**config.mk**
```make
export PLATFORM = sky130hd
export DESIGN_NAME = mem_arbiter
export DESIGN_NICKNAME = d
export VERILOG_FILES = /design/src/rtl/mem_arb_pkg.sv /design/src/rtl/mem_arbiter.sv
export SDC_FILE = /design/constraint.sdc
export NUM_CORES = 1
export LEC_CHECK = 0
export ABC_CLOCK_PERIOD_IN_PS = 2800
export CAP_MARGIN = 20
export CORE_AREA = 2 2 108 110
export DETAILED_ROUTE_END_ITERATION = 10
export DIE_AREA = 0 0 110 112
export GPL_TIMING_DRIVEN = 0
export PLACE_DENSITY_LB_ADDON = 0.12
export SYNTH_ARGS = -nofsm -noshare
export SYNTH_HDL_FRONTEND = slang
export SYNTH_SLANG_ARGS = --single-unit
```
**constraint.sdc**
```tcl
create_clock -name clk -period 2.8 [get_ports clk]
set_clock_uncertainty 0.1 [all_clocks]
set_input_delay 0.28 -clock clk [delete_from_list [all_inputs] [get_ports clk]]
set_output_delay 0.28 -clock clk [all_outputs]
set_load 0.05 [all_outputs]
```
**src/rtl/mem_arb_pkg.sv**
```systemverilog
// Shared types for the fetch/load-store memory arbiter: FSM states, port owner
// and the encoding of the backend access size.
package mem_arb_pkg;

  typedef enum logic [1:0] {
    IDLE = 2'd0,
    REQ  = 2'd1,
    WAIT = 2'd2
  } state_e;

  typedef enum logic [1:0] {
    NONE  = 2'd0,
    FETCH = 2'd1,
    DATA  = 2'd2
  } owner_e;

  typedef logic [1:0] mem_size_t;

  localparam mem_size_t SIZE_BYTE = 2'b00;
  localparam mem_size_t SIZE_HALF = 2'b01;
  localparam mem_size_t SIZE_WORD = 2'b10;

endpackage

```
**src/rtl/mem_arbiter.sv**
```systemverilog
// Arbitrates one backend memory port between instruction fetch and load/store,
// one transaction in flight. Optional fetch anti-starvation: MEM_ARB_STARVE_GUARD_EN.
module mem_arbiter
  import mem_arb_pkg::*;
#(
  parameter int DATA_WIDTH   = 32,
  parameter int ADDR_WIDTH   = 32,
  parameter int STARVE_LIMIT = 4
) (
  input  logic                  clk,
  input  logic                  rst_n,
  input  logic                  if_req_i,
  input  logic [ADDR_WIDTH-1:0] if_addr_i,
  input  logic                  if_flush_i,
  output logic                  if_gnt_o,
  output logic                  if_rvalid_o,
  output logic [DATA_WIDTH-1:0] if_rdata_o,
  input  logic                  dm_req_i,
  input  logic                  dm_we_i,
  input  logic [1:0]            dm_size_i,
  input  logic [ADDR_WIDTH-1:0] dm_addr_i,
  input  logic [DATA_WIDTH-1:0] dm_wdata_i,
  output logic                  dm_gnt_o,
  output logic                  dm_rvalid_o,
  output logic [DATA_WIDTH-1:0] dm_rdata_o,
  output logic                  mem_req_o,
  output logic                  mem_we_o,
  output logic [1:0]            mem_size_o,
  output logic [ADDR_WIDTH-1:0] mem_addr_o,
  output logic [DATA_WIDTH-1:0] mem_wdata_o,
  input  logic                  mem_gnt_i,
  input  logic                  mem_rvalid_i,
  input  logic [DATA_WIDTH-1:0] mem_rdata_i,
  output logic                  busy_o
);

  state_e                state_reg, state_next;
  owner_e                owner_reg, owner_next;
  logic                  flushed_reg, flushed_next;
  logic                  mem_we_reg, mem_we_next;
  mem_size_t             mem_size_reg, mem_size_next;
  logic [ADDR_WIDTH-1:0] mem_addr_reg, mem_addr_next;
  logic [DATA_WIDTH-1:0] mem_wdata_reg, mem_wdata_next;
  logic                  starve_hit;
  logic                  pick_fetch;
  logic                  flush_now;

  always_ff @(posedge clk or negedge rst_n) begin
    if (!rst_n) begin
      state_reg     <= IDLE;
      owner_reg     <= NONE;
      flushed_reg   <= 1'b0;
      mem_we_reg    <= 1'b0;
      mem_size_reg  <= SIZE_BYTE;
      mem_addr_reg  <= '0;
      mem_wdata_reg <= '0;
    end else begin
      state_reg     <= state_next;
      owner_reg     <= owner_next;
      flushed_reg   <= flushed_next;
      mem_we_reg    <= mem_we_next;
      mem_size_reg  <= mem_size_next;
      mem_addr_reg  <= mem_addr_next;
      mem_wdata_reg <= mem_wdata_next;
    end
  end

  always_comb begin
    state_next     = state_reg;
    owner_next     = owner_reg;
    flushed_next   = flushed_reg;
    mem_we_next    = mem_we_reg;
    mem_size_next  = mem_size_reg;
    mem_addr_next  = mem_addr_reg;
    mem_wdata_next = mem_wdata_reg;
    pick_fetch     = if_req_i && (!dm_req_i || starve_hit);
    flush_now      = if_flush_i && (owner_reg == FETCH);

    case (state_reg)
      IDLE: begin
        flushed_next = 1'b0;
        if (pick_fetch) begin
          state_next     = REQ;
          owner_next     = FETCH;
          mem_we_next    = 1'b0;
          mem_size_next  = SIZE_WORD;
          mem_addr_next  = if_addr_i;
          mem_wdata_next = '0;
        end else if (dm_req_i) begin
          state_next     = REQ;
          owner_next     = DATA;
          mem_we_next    = dm_we_i;
          mem_size_next  = dm_size_i;
          mem_addr_next  = dm_addr_i;
          mem_wdata_next = dm_wdata_i;
        end
      end
      REQ: begin
        if (flush_now) flushed_next = 1'b1;
        if (mem_gnt_i) state_next = WAIT;
      end
      WAIT: begin
        if (flush_now) flushed_next = 1'b1;
        if (mem_rvalid_i) begin
          state_next   = IDLE;
          owner_next   = NONE;
          flushed_next = 1'b0;
        end
      end
      default: begin
        state_next   = IDLE;
        owner_next   = NONE;
        flushed_next = 1'b0;
      end
    endcase
  end

  // A flush arriving in the same cycle as the response must also hide it.
  assign mem_req_o   = (state_reg == REQ);
  assign if_gnt_o    = mem_req_o && (owner_reg == FETCH) && mem_gnt_i;
  assign dm_gnt_o    = mem_req_o && (owner_reg == DATA) && mem_gnt_i;
  assign if_rvalid_o = (state_reg == WAIT) && (owner_reg == FETCH) && mem_rvalid_i
                       && !flushed_reg && !if_flush_i;
  assign dm_rvalid_o = (state_reg == WAIT) && (owner_reg == DATA) && mem_rvalid_i;
  assign if_rdata_o  = if_rvalid_o ? mem_rdata_i : '0;
  assign dm_rdata_o  = dm_rvalid_o ? mem_rdata_i : '0;
  assign mem_we_o    = mem_we_reg;
  assign mem_size_o  = mem_size_reg;
  assign mem_addr_o  = mem_addr_reg;
  assign mem_wdata_o = mem_wdata_reg;
  assign busy_o      = (state_reg != IDLE);

`ifdef MEM_ARB_STARVE_GUARD_EN
  localparam int CNT_W = $clog2(STARVE_LIMIT + 2);
  localparam logic [CNT_W-1:0] LIMIT = CNT_W'(STARVE_LIMIT);

  logic [CNT_W-1:0] starve_cnt_reg;

  // Saturates at the limit so the override stays armed until fetch is served.
  always_ff @(posedge clk or negedge rst_n) begin
    if (!rst_n) begin
      starve_cnt_reg <= '0;
    end else if (if_gnt_o) begin
      starve_cnt_reg <= '0;
    end else if (dm_gnt_o && if_req_i && (starve_cnt_reg != LIMIT)) begin
      starve_cnt_reg <= starve_cnt_reg + 1'b1;
    end
  end

  assign starve_hit = (starve_cnt_reg == LIMIT);
`else
  logic starve_limit_unused;

  assign starve_limit_unused = (STARVE_LIMIT > 0);
  assign starve_hit          = 1'b0;
`endif

endmodule

```
# Yosys cells after proc, flatten, opt, wreduce, memory -nomap -nowiden

Cells that the tools add are included.

Register bits after elaboration: 72
Input bits: 138
Logic and storage cells: 57
Output and inout port bits: 137

Equality and inequality tests: 7
Reduce and logical (&&, ||, !) cells: 21
Bitwise logic cells: 1
Mux-type cells: 21

Operators by type and width:

| operator                                                              | count |
|---|---|
| 32-bit two-way mux                                                    | 6 |
| 2-bit two-way mux                                                     | 8 |
| 1-bit logical AND                                                     | 12 |
| 2-bit case mux with 3 select lines                                    | 2 |
| 3-bit AND reduction                                                   | 2 |
| 2-bit by 1-bit equality test with 1-bit output, second input constant | 2 |
| 2-bit equality test, second input constant                            | 2 |
| 1-bit two-way mux                                                     | 4 |
| 2-bit nonzero test                                                    | 2 |
| 1-bit logical NOT                                                     | 3 |
| 3-bit != test, second input constant                                  | 1 |
| 2-bit logical NOT                                                     | 1 |
| 2-bit by 1-bit != test with 1-bit output, second input constant       | 1 |
| 2-bit != test, second input constant                                  | 1 |
| 1-bit case mux with 2 select lines                                    | 1 |
| 2-bit AND reduction                                                   | 1 |
| 1-bit inverter                                                        | 1 |

# Longest topological paths before layout

Depth after elaboration: 6
Mapped depth: 7

# Worst setup path after synthesis

Ideal clock, no wire load.

Path type: reg2out
Start point: register state_reg[1]
End point: output port dm_gnt_o
Stages on the path, launching flop included: 5
Path buffers: 0
Arrival time: 1.802 ns
Setup slack: 0.618 ns
Cell sequence: dfrtp_1 > inv_1 > ha_1 > nand2_1 > nor2_1

Cells in the longest elaborated chain, start to end: 3

Ends and longest elaborated chain:

| item                                           | RTL line           | source |
|---|---|---|
| start, declared                                | mem_arbiter.sv:37  | `state_e state_reg, state_next;` |
| start signal, assigned                         | mem_arbiter.sv:58  | `state_reg <= state_next;` |
| 2-bit by 1-bit equality test with 1-bit output | mem_arbiter.sv:119 | `assign mem_req_o = (state_reg == REQ);` |
| via mem_req_o                                  | mem_arbiter.sv:26  | `output logic mem_req_o,` |
| 1-bit logical AND (2 in a row)                 | mem_arbiter.sv:121 | `assign dm_gnt_o = mem_req_o && (owner_reg == DATA) && mem_gnt_i;` |
| end, declared                                  | mem_arbiter.sv:23  | `output logic dm_gnt_o,` |

The timed path passes the listed nets, and every way through them passes these cells.

# Final worst setup path

Start point: register state_reg[0]
End point: output port if_rdata_o[29]

Cells in the longest elaborated chain, start to end: 6

Ends and longest elaborated chain:

| item                           | RTL line           | source |
|---|---|---|
| 2-bit equality test            | mem_arbiter.sv:122 | `assign if_rvalid_o = (state_reg == WAIT) && (owner_reg == FETCH) && mem_rvalid_i` |
| 1-bit logical AND (2 in a row) | mem_arbiter.sv:122 |  |
| 1-bit logical AND (2 in a row) | mem_arbiter.sv:123 | `&& !flushed_reg && !if_flush_i;` |
| 32-bit two-way mux             | mem_arbiter.sv:125 | `assign if_rdata_o = if_rvalid_o ? mem_rdata_i : '0;` |
| end, declared                  | mem_arbiter.sv:17  | `output logic [DATA_WIDTH-1:0] if_rdata_o,` |

Every way passes these cells.

==> qor.csv <==
metric;value;unit
cp.arrival;2.27;ns
startpoint_type;register;
p_leak;3.000;nW
path_max_fanout;10;
ys_types;28;
drv_cap;0;
setup_viol;0;
final_core_util;0.5875;
cts_setup_buffers;0;
synth_seq_cells;72;
finalNetCount;755;
synth_warnings;0;
dieArea;12320;um^2
grt_max_degree;72;
fin_crit_sh;0.9454;
hold_slack;0.1935;ns
start_util;0.3134;
ys.flop_type;dfrtp_1;
synth-edff-count;0;
power_switching;0.003252;W
cts.sink_count;72;
fp.dieH;112;um
intPower;0.003607;W
cts.clk_slew.worst_paths;0.05;ns
portBuffers;274;
root_buffer;clkbuf_16;
htreeDepth;3;
yosys-top-cells-count;dfrtp_1, and2_1, a22o_1, nand2_1, mux2i_1;
p_sw_frac;0.4742;
post-synth-top-count-cell;dfrtp_1;
clock_latency;0.32;ns
crit_path_max_incr_delay;0.53;ns
path_buf_inv;3;
crit_chain;inv_1 > ha_1 > nand2_1 > nor4_4 > buf_4 > and2_1 > dlygate4sd2_1;
comb_power_share;0.586;
area_growth_syn_to_layout;87.46;%
required;2.42;ns
power_density;1045;nW/um^2
drc;0;
grt_pass1_wl;18420;um
max_slew_margin;0.6352;
core_area;11170;um^2
cp-end-kind;output port;
syn_avg_cell_area;10.74;um^2
place_area;6449;um^2
finalCriticalPeriod;2.647;ns
gr-total-overflow;0;
maxSlewViolCount;0;
yosys-top-cells-area;dfrtp_1, and2_1, mux2i_1;
yosysSeqAreaShare;0.5145;
clock_path_buffers;2;
wire_per_inst;16.35;um
critPathKind;register to output port;
stdcell_area;6565;um^2
power_frac_clock;0.157;
drtIter0Drc;92;
ys_async_sr_fraction;1.000;
ir_worst_vdd;0.6731;mV
vias;3473;
hpwlAfterDp;9959;um
critPathTopFamily;buffers and inverters;
ant_nets;0;
syn_nets;468;
drt_wl_total;12410;um
tightest_slew;0.5455;ns
antenna_found_initial;0;
hold_violations;0;
syn_inst;326;
cts_tree;yes;
total_power;0.006859;W
synth_area;3502;um^2
synth_top_area_share;0.5145;
vias_per_cell;4.576;
p_seq_frac;0.257;
die_w;110;um
status;finished clean;
grt_pass1_vias;3607;
synth_top_cell_by_area;dfrtp_1;
drive_gt1_frac;0.1364;
grt.total_usage;0.1975;
fmax;377.8;MHz
rsz0062_at_grt;no;
diodes;0;
place.gp.congestion;0.7991;
numCtsBuffers;9;
hold_class;input port to asynchronous set/reset pin;
num_rows;39;
io_pins;275;
slowest_stage;dlygate4sd2_1;
first_pass_iters;4;
## final cells by class
class,count,area (um^2)
fillers,979,4609
repair buffers,276,2605
flip-flops and latches,72,1802
multi-input cells,224,1540
clock buffers,10,229.0
well taps,143,178.9
plain buffers,24,140.1
clock inverters,4,47.55
inverters,6,22.52
## path summary, 6_finish.rpt
path	start	endpoint	slack, ns	cells after the start
hold reg to reg	mem_addr_o[0]$_DFFE_PN0P_	mem_addr_o[0]$_DFFE_PN0P_	0.38	2
setup reg to reg	state_reg[0]$_DFFE_PN0P_	mem_addr_o[31]$_DFFE_PN0P_	1.05	7
max in group asynchronous	rst_n	mem_wdata_o[26]$_DFFE_PN0P_	1.87	3
setup / recovery	state_reg[0]$_DFFE_PN0P_	if_rdata_o[29]	0.15	7
hold / removal	rst_n	mem_wdata_o[4]$_DFFE_PN0P_	0.19	2
min in group clk	mem_addr_o[0]$_DFFE_PN0P_	mem_addr_o[0]$_DFFE_PN0P_	0.38	2
## metal layers
| layer | share of wire | wire length, um | vias up | global-route usage |
|---|---|---|---|---|
| met5 | 0 | 0 | - | 0 |
| met4 | 0.020 | 247 | 0 | 0.07173 |
| met3 | 0.10 | 1258 | 18 | 0.06557 |
| met2 | 0.52 | 6453 | 165 | 0.3620 |
| met1 | 0.36 | 4452 | 1601 | 0.2045 |
| li1 | - | - | 1689 | - |
## layout by cell type, fill, tap and decap left out, types with 2 or more instances in the layout
| cell type | count |
|---|---|
| dfrtp_1 | 72 |
| clkdlybuf4s15_2 | 10 |
| clkdlybuf4s50_1 | 207 |
| a22o_1 | 34 |
| clkinv_2 | 2 |
| nor3_1 | 2 |
| nor2b_1 | 3 |
| buf_4 | 4 |
| nand2_1 | 34 |
| nor2_1 | 3 |
| buf_6 | 3 |
| dlygate4sd2_1 | 16 |
| clkbuf_16 | 9 |
| nor3b_1 | 3 |
| inv_1 | 6 |
| clkbuf_1 | 6 |
| and2_1 | 65 |
| clkdlybuf4s15_1 | 4 |
| o21ai_0 | 2 |
| nand2b_1 | 2 |
| mux2i_1 | 32 |
| buf_2 | 10 |
| ha_1 | 4 |
| clkbuf_2 | 37 |
| dlymetal6s2s_1 | 2 |
| o21ai_1 | 30 |
## worst reg2reg max path, delay by kind of cell (launching register included)
family | cells | cell delay (ns)
AO/OA/AOI/OAI | 2 | 0.28
AND/OR/NAND/NOR | 1 | 0.07
buffers and inverters | 3 | 0.58
flip-flops | 1 | 0.36
adder cells (fa/ha/maj) | 1 | 0.27
## through the flow
step / setup slack, ns / TNS (ns) / cells
global route: 0.003053 / 0 / 759
floorplan: 0.6178 / 0 / 326
detailed placement: -0.1001 / -1.439 / 744
finish: 0.1529 / 0 / 759
global placement: -1.137 / -82.03 / 743
CTS: 0.002895 / 0 / 759
## logic make-up (layout without fill, tap and decap cells)
| group | Yosys count | after routing | share of synthesized area |
|---|---|---|---|
| muxes | 33 | 33 | 0.09468 |
| AOI/OAI and AO/OA | 72 | 72 | 0.1451 |
| adders and majority gates | 4 | 4 | 0.01429 |
| and+or+nand+nor | 115 | 115 | 0.1851 |
| buffers and inverters | 30 | 320 | 0.04644 |
| DFF | 72 | 72 | 0.5145 |
## what timing repair did
action	4_1_cts	5_1_grt
setup endpoints to repair	64	52
resized for setup	85	74
endpoints found under the hold margin	72	0
cloned	0	0
hold buffers	1	0
## power by group through the flow
stage          clock network (W)  logic, W  registers, W
2_1_floorplan                  0   0.00107       0.00327
3_3_place_gp                   0   0.00403       0.00176
3_5_place_dp                   0   0.00408       0.00177
4_1_cts                  0.00111   0.00407       0.00177
5_1_grt                  0.00116   0.00424       0.00182
6_report                 0.00108   0.00402       0.00176
Power figures use the tool's default switching activity.
